### src/rtl/apb_mac_regif26_pkg.sv
// Shared definitions for the APB MAC descriptor register interface:
// register offsets, CTRL / INT_STAT / STATUS bit positions and the APB FSM
// state encoding.
package apb_mac_regif_pkg26;

  localparam logic [6:0] OFF_CTRL     = 7'h00;
  localparam logic [6:0] OFF_STATUS   = 7'h04;
  localparam logic [6:0] OFF_TXDESC   = 7'h08;
  localparam logic [6:0] OFF_INT_STAT = 7'h0C;
  localparam logic [6:0] OFF_SCRATCH  = 7'h10;

  localparam int unsigned CTRL_ENABLE_BIT      = 0;
  localparam int unsigned CTRL_IRQ_EN_BIT      = 1;
  localparam int unsigned INT_PUSH_TIMEOUT_BIT = 0;
  localparam int unsigned INT_DRAINED_BIT      = 1;
  localparam int unsigned STATUS_FULL_BIT      = 8;
  localparam int unsigned STATUS_EMPTY_BIT     = 9;

  typedef enum logic [1:0] {
    IDLE   = 2'd0,
    SETUP  = 2'd1,
    ACCESS = 2'd2
  } apb_state_t;

endpackage

### src/rtl/apb_mac_regif26_desc_fifo.sv
// TX descriptor FIFO with wrap-around pointers (one extra MSB).
// Ports:
//   clk, rst  clock, asynchronous active-high reset (pointers only)
//   push      write wdata at the tail (ignored when full)
//   pop       drop the head (ignored when empty)
//   wdata     word to push
//   data      current head word
//   full      level == DEPTH
//   empty     level == 0
//   level     wptr - rptr, 0..DEPTH
module desc_fifo26 #(
  parameter int unsigned DEPTH = 4
) (
  input  logic                     clk,
  input  logic                     rst,
  input  logic                     push,
  input  logic                     pop,
  input  logic [31:0]              wdata,
  output logic [31:0]              data,
  output logic                     full,
  output logic                     empty,
  output logic [$clog2(DEPTH):0]   level
);

  localparam int unsigned AW = $clog2(DEPTH);
  localparam logic [AW:0] DEPTH_L = (AW+1)'(DEPTH);
  localparam logic [AW:0] ONE_L   = (AW+1)'(1);

  logic [AW:0]  wptr;
  logic [AW:0]  rptr;
  logic [31:0]  mem [DEPTH];
  logic         do_push;
  logic         do_pop;

  // full/empty come from registered pointers, so a pop while full only
  // frees a slot in the following cycle.
  assign level   = wptr - rptr;
  assign full    = (level == DEPTH_L);
  assign empty   = (wptr == rptr);
  assign data    = mem[rptr[AW-1:0]];
  assign do_push = push && !full;
  assign do_pop  = pop && !empty;

  always_ff @(posedge clk or posedge rst) begin
    if (rst) begin
      wptr <= '0;
      rptr <= '0;
    end else begin
      if (do_push) wptr <= wptr + ONE_L;
      if (do_pop)  rptr <= rptr + ONE_L;
    end
  end

  // Storage is intentionally not reset.
  always_ff @(posedge clk) begin
    if (do_push) mem[wptr[AW-1:0]] <= wdata;
  end

endmodule

### src/rtl/apb_mac_regif26.sv
// APB slave register interface feeding a TX descriptor FIFO to a MAC.
// Ports:
//   pclk26, preset26       clock, asynchronous active-high reset
//   psel26 .. pwdata26     APB request side
//   prdata26, pready26,
//   pslverr26              APB response side
//   desc_valid26/data26/
//   ready26                MAC-side FIFO head handshake
//   irq26                  registered level interrupt
module apb_mac_regif26
  import apb_mac_regif_pkg26::*;
#(
  parameter int unsigned DEPTH26    = 4,
  parameter int unsigned WAIT_MAX26 = 16
) (
  input  logic        pclk26,
  input  logic        preset26,
  input  logic        psel26,
  input  logic        penable26,
  input  logic        pwrite26,
  input  logic [6:0]  paddr26,
  input  logic [31:0] pwdata26,
  output logic [31:0] prdata26,
  output logic        pready26,
  output logic        pslverr26,
  output logic        desc_valid26,
  output logic [31:0] desc_data26,
  input  logic        desc_ready26,
  output logic        irq26
);

  localparam int unsigned LW = $clog2(DEPTH26) + 1;
  localparam int unsigned WW = $clog2(WAIT_MAX26 + 1);
  localparam logic [WW-1:0] WAIT_MAX_L = WW'(WAIT_MAX26);
  localparam logic [LW-1:0] LEVEL_ONE  = LW'(1);

  apb_state_t   state;
  apb_state_t   state_nxt;
  logic [1:0]   ctrl;
  logic [1:0]   int_stat;
  logic [1:0]   int_set;
  logic [1:0]   int_clr;
  logic [31:0]  scratch;
  logic [WW-1:0] wait_cnt;
  logic         irq_q;

  logic         fifo_full;
  logic         fifo_empty;
  logic [LW-1:0] fifo_level;
  logic [31:0]  fifo_data;
  logic [31:0]  status_word;

  logic in_access, hit_ctrl, hit_status, hit_txdesc, hit_int, hit_scratch;
  logic unmapped, txdesc_wr, timed_out, stall, err, wr_en, push, pop;

  assign in_access   = (state == ACCESS) && psel26;
  assign hit_ctrl    = (paddr26 == OFF_CTRL);
  assign hit_status  = (paddr26 == OFF_STATUS);
  assign hit_txdesc  = (paddr26 == OFF_TXDESC);
  assign hit_int     = (paddr26 == OFF_INT_STAT);
  assign hit_scratch = (paddr26 == OFF_SCRATCH);
  assign unmapped    = !(hit_ctrl || hit_status || hit_txdesc || hit_int || hit_scratch);

  assign txdesc_wr = in_access && pwrite26 && hit_txdesc;
  assign timed_out = (wait_cnt == WAIT_MAX_L);
  assign stall     = txdesc_wr && fifo_full && !timed_out;
  // A TXDESC write that is still facing a full FIFO when it completes is
  // the timeout case.
  assign err       = unmapped || (hit_txdesc && !pwrite26) || (txdesc_wr && fifo_full);
  assign wr_en     = pready26 && pwrite26;
  assign push      = txdesc_wr && pready26 && !fifo_full;
  assign pop       = desc_valid26 && desc_ready26;

  assign desc_valid26 = ctrl[CTRL_ENABLE_BIT] && !fifo_empty;
  assign desc_data26  = fifo_data;
  assign irq26        = irq_q;

  always_comb begin
    status_word = '0;
    status_word[LW-1:0] = fifo_level;
    status_word[STATUS_FULL_BIT]  = fifo_full;
    status_word[STATUS_EMPTY_BIT] = fifo_empty;
  end

  always_comb begin
    int_set = '0;
    int_set[INT_PUSH_TIMEOUT_BIT] = txdesc_wr && fifo_full && timed_out;
    int_set[INT_DRAINED_BIT]      = pop && !push && (fifo_level == LEVEL_ONE);
    int_clr = (wr_en && hit_int) ? pwdata26[1:0] : 2'b00;
  end

  // FSM state register
  always_ff @(posedge pclk26 or posedge preset26) begin
    if (preset26) state <= IDLE;
    else          state <= state_nxt;
  end

  // FSM next state
  always_comb begin
    state_nxt = state;
    case (state)
      IDLE:    if (psel26 && !penable26) state_nxt = SETUP;
      SETUP:   state_nxt = ACCESS;
      ACCESS:  if (!psel26 || pready26) state_nxt = IDLE;
      default: state_nxt = IDLE;
    endcase
  end

  // FSM outputs
  always_comb begin
    pready26  = in_access && !stall;
    pslverr26 = pready26 && err;
    prdata26  = '0;
    if (in_access && !pwrite26) begin
      if (hit_ctrl)    prdata26 = {30'b0, ctrl};
      if (hit_status)  prdata26 = status_word;
      if (hit_int)     prdata26 = {30'b0, int_stat};
      if (hit_scratch) prdata26 = scratch;
    end
  end

  always_ff @(posedge pclk26 or posedge preset26) begin
    if (preset26) begin
      ctrl     <= '0;
      int_stat <= '0;
      scratch  <= '0;
      wait_cnt <= '0;
      irq_q    <= 1'b0;
    end else begin
      if (wr_en && hit_ctrl)    ctrl    <= pwdata26[1:0];
      if (wr_en && hit_scratch) scratch <= pwdata26;
      // set beats a simultaneous write-1-clear
      int_stat <= (int_stat & ~int_clr) | int_set;
      wait_cnt <= stall ? (wait_cnt + WW'(1)) : '0;
      irq_q    <= ctrl[CTRL_IRQ_EN_BIT] && (|int_stat);
    end
  end

  desc_fifo26 #(.DEPTH(DEPTH26)) u_fifo (
    .clk   (pclk26),
    .rst   (preset26),
    .push  (push),
    .pop   (pop),
    .wdata (pwdata26),
    .data  (fifo_data),
    .full  (fifo_full),
    .empty (fifo_empty),
    .level (fifo_level)
  );

endmodule

### config.mk
export PLATFORM = sky130hd
export DESIGN_NAME = apb_mac_regif26
export DESIGN_NICKNAME = d
export VERILOG_FILES = /design/src/rtl/apb_mac_regif26_pkg.sv /design/src/rtl/apb_mac_regif26_desc_fifo.sv /design/src/rtl/apb_mac_regif26.sv
export SDC_FILE = /design/constraint.sdc
export NUM_CORES = 1
export LEC_CHECK = 0
export ABC_AREA = 0
export CORE_MARGIN = 4
export CORE_UTILIZATION = 40
export CTS_CLUSTER_SIZE = 14
export DETAILED_ROUTE_END_ITERATION = 7
export GPL_TIMING_DRIVEN = 0
export MAX_ROUTING_LAYER = met4
export PLACE_DENSITY = 0.75
export SYNTH_ARGS = -nofsm -noshare
export SYNTH_HDL_FRONTEND = slang
export SYNTH_HIERARCHICAL = 1
export SYNTH_SLANG_ARGS = --single-unit
export TNS_END_PERCENT = 50
### constraint.sdc
create_clock -name pclk26 -period 3.53 [get_ports pclk26]
set_input_delay 0.8825 -clock pclk26 [delete_from_list [all_inputs] [get_ports pclk26]]
set_output_delay 0.8825 -clock pclk26 [all_outputs]
set_load 0.05 [all_outputs]
==> impl_results.md <==
- Antenna Nets Post-Route: 0
- Root buf cell: clkbuf_16
- Synth Warn #: 6
- Final Cycle Share: 101%
- Fraction of registers with async set/reset: 28.1%
- Number of synthesized flops with an enable pin: 128
- Largest area contributor in the netlist: edfxtp_1
- Initial DRC count: 242
- Via count: 4077
- Diode count: 0
- Clk_lat worst skew: 0.43 ns
- Largest net degree at the start of global routing: 33
- First-pass GRT wire length: 25300 um
- Proportion of layout cells with a drive suffix above 1: 38.3%
- Initial DRT Pass Iterations: 4
- GRT Max-Usage Layer: met2
- Netlist cell types: 41
- Mean cell area of the mapped netlist: 18.5 um^2
- CP max stage cell: fa_2
- Synth-to-layout area growth: 35.5%
- Max FO, Critical Path: 10
- Failing checks: negative setup slack
- Worst-Margin Slew: 0.569 ns
- Critical path required time: 2.65 ns
- # rows: 48
- CP Capture Type: output port
- Vias in the first global route: 4452
- Status: complete, but fails checks
- M1 GR Usage: 22.4%
- Arr. time, crit path: 2.67 ns
- Commonest non-fill, non-tap cell in the layout: edfxtp_1
- Register area share after synthesis: 70.7%
- GRT Util Overall: 17.5%
- Min Hold Slack: 0.464 ns
- WS Path Type: reg -> out
- Final #Nets: 595
- Setup TNS: -0.0423 ns
- Fillers: 1347
- Die width: 142 um
- Final total power: 4.52 mW
- Max cap viols: 0
- Gpl congestion: 0.811
- Detail Placement HPWL: 10300 um
- CP delay by family, top: simple AND/OR/NAND/NOR gates
- Max Freq: 281 MHz
- Grt ovf: 0
- Drt wl/cell: 21.3 um
- Vias/cell: 5.24
- CTS Hold Buffers Added: 0
- Cell Area, Synth: 7210 um^2
- Syn Inst Count: 390
- Synth Flop Type: edfxtp_1
- Synth Register Bits: 178
- CTS Sinks: 178
- Routed WL: 16600 um
- Min Tclk post-route: 3.55 ns
- Cts bufs inserted: 17
- Met3 Use GR: 4.33%
- HP Class: reg -> reg
- Maximum clock insertion buffer count: 2
- Final setup violation count: 2
- Clock transition at path regs: 0.07 ns
- Syn nets: 445
- Die height: 142 um
- Core area: 17500 um^2
- # DRC: 0
- CTS tree: done
- WP buf/inv: 4
- Count of pins over their slew limit: 0
- CP most frequent cell: nor2b_4
- Post-route setup slack: -0.0242 ns
- RSZ-0062 raised after global routing: true
- Most frequent cells in the layout: 128 x edfxtp_1, 50 x dfrtp_1, 40 x clkdlybuf4s50_1
- CP max stage delay: 0.48 ns
- Pwr dens: 463 nW/um^2
- CTS HTree Levels: 4
- Area contributors post-synth: edfxtp_1 53%, dfrtp_1 17%, mux4_2 10%, mux2_2 5.8%, and2_1 2.4%
- Starting Density: 41.3%
- VDD IR-drop max: 344 uV
- Met2 usage: 28.6%
- Io pins: 113
- Final Skew: 0.0168 ns
- Leak Pwr: 3.85 nW
- Initial antenna violation count: 0
- Die Footprint: 20200 um^2
- Worst slew margin: 62.1%
- Worst path cell trace: buf_6 -> clkbuf_16 -> inv_2 -> fa_2 -> nor2b_4 -> and2_4 -> nor2b_4 -> a31oi_4 -> nor2b_4 -> buf_6
- Type of origin of the critical path: flip-flop
- Final Hold Fails: 0
- Port Buf Inserts: 111
- Post-synth top area share: 53.3%
[synthesized netlist by cell type, types with 2 or more instances]
| master | instances |
|---|---|
| nor2_1 | 11 |
| nand2_1 | 7 |
| clkbuf_1 | 7 |
| dfrtp_1 | 50 |
| buf_2 | 8 |
| a21oi_1 | 3 |
| and2_2 | 5 |
| inv_1 | 12 |
| nand4_1 | 4 |
| a22o_1 | 3 |
| o21a_1 | 2 |
| mux4_2 | 32 |
| xnor2_1 | 3 |
| o21ai_0 | 2 |
| and2_1 | 28 |
| nand3b_1 | 2 |
| nand3_1 | 6 |
| mux2_2 | 37 |
| xor2_1 | 4 |
| edfxtp_1 | 128 |
| or4_4 | 2 |
| nor2b_1 | 4 |
| a22oi_1 | 2 |
| ha_1 | 9 |
| o2bb2ai_1 | 3 |
[cell type report]
class | count | area (um^2) | share of cell area, %
Sequential cell | 178 | 5090 | 52.2
Multi-Input combinational cell | 184 | 2140 | 21.9
Timing Repair Buffer | 131 | 1440 | 14.7
Clock buffer | 21 | 450 | 4.61
Tap cell | 225 | 282 | 2.88
Buffer | 16 | 170 | 1.74
Clock inverter | 11 | 151 | 1.55
Inverter | 12 | 45.0 | 0.461
[registers in the layout, summed over array words and instances, names as in the netlist]
name,count
ctrl,2
int_stat,2
irq26,1
scratch,32
state,2
u_fifo/mem,128
u_fifo/rptr,3
u_fifo/wptr,3
wait_cnt,5
[where the power goes]
| part | total [mW] | switching, mW | internal [mW] |
|---|---|---|---|
| Sequential | 2.26 | 0.00531 | 2.25 |
| Combinational | 0.360 | 0.207 | 0.153 |
| Clock | 1.90 | 0.766 | 1.14 |
[layer usage]
metal / vias up / share of wire (%)
li1: 1802 / -
met1: 2127 / 43
met2: 135 / 50
met3: 13 / 5.5
met4: 0 / 0.78
met5: - / 0
[cell families after synthesis]
logic type / share of synthesized area, %
and+or+nand+nor: 6.70
adders and majority gates: 1.84
xor gates and xnor gates: 1.18
buffers and inverters: 1.65
muxes: 15.8
AOI/OAI and AO/OA: 2.20
DFF: 70.7
[what timing repair did]
item,4_1_cts,5_1_grt
buffers inserted,16,0
endpoints found under the setup margin,191,181
cloned,3,0
gates resized for setup,325,32
pin swaps,11,4
[worst paths after layout]
check	from	to	slack (ns)	depth (start not counted)
hold reg to reg	state[0]$_DFFE_PP0P_	state[0]$_DFFE_PP0P_	0.46	1
max in group asynchronous	preset26	scratch[31]$_DFFE_PP0P_	2.24	3
min in group asynchronous	preset26	u_fifo/wptr[2]$_DFFE_PP0P_	0.76	2
setup reg to reg	u_fifo/wptr[0]$_DFFE_PP0P_	u_fifo/mem[3][31]$_DFFE_PP_	0.27	11
hold / removal	state[0]$_DFFE_PP0P_	state[0]$_DFFE_PP0P_	0.46	1
setup / recovery	u_fifo/rptr[1]$_DFFE_PP0P_	pslverr26	-0.02	10
[through the flow]
stage / instance area (um^2) / instances / util (%) / setup slack (ns)
finish: 9770 / 778 / 55.9 / -0.0242
global route: 9770 / 778 / 55.9 / -0.111
CTS: 9690 / 778 / 55.4 / -0.0667
detailed placement: 8650 / 727 / 49.5 / -1.37
global placement: 8630 / 726 / 49.4 / -1.33
floorplan: 7230 / 390 / - / -0.103
Note: power is estimated with default switching activity, not from simulation.
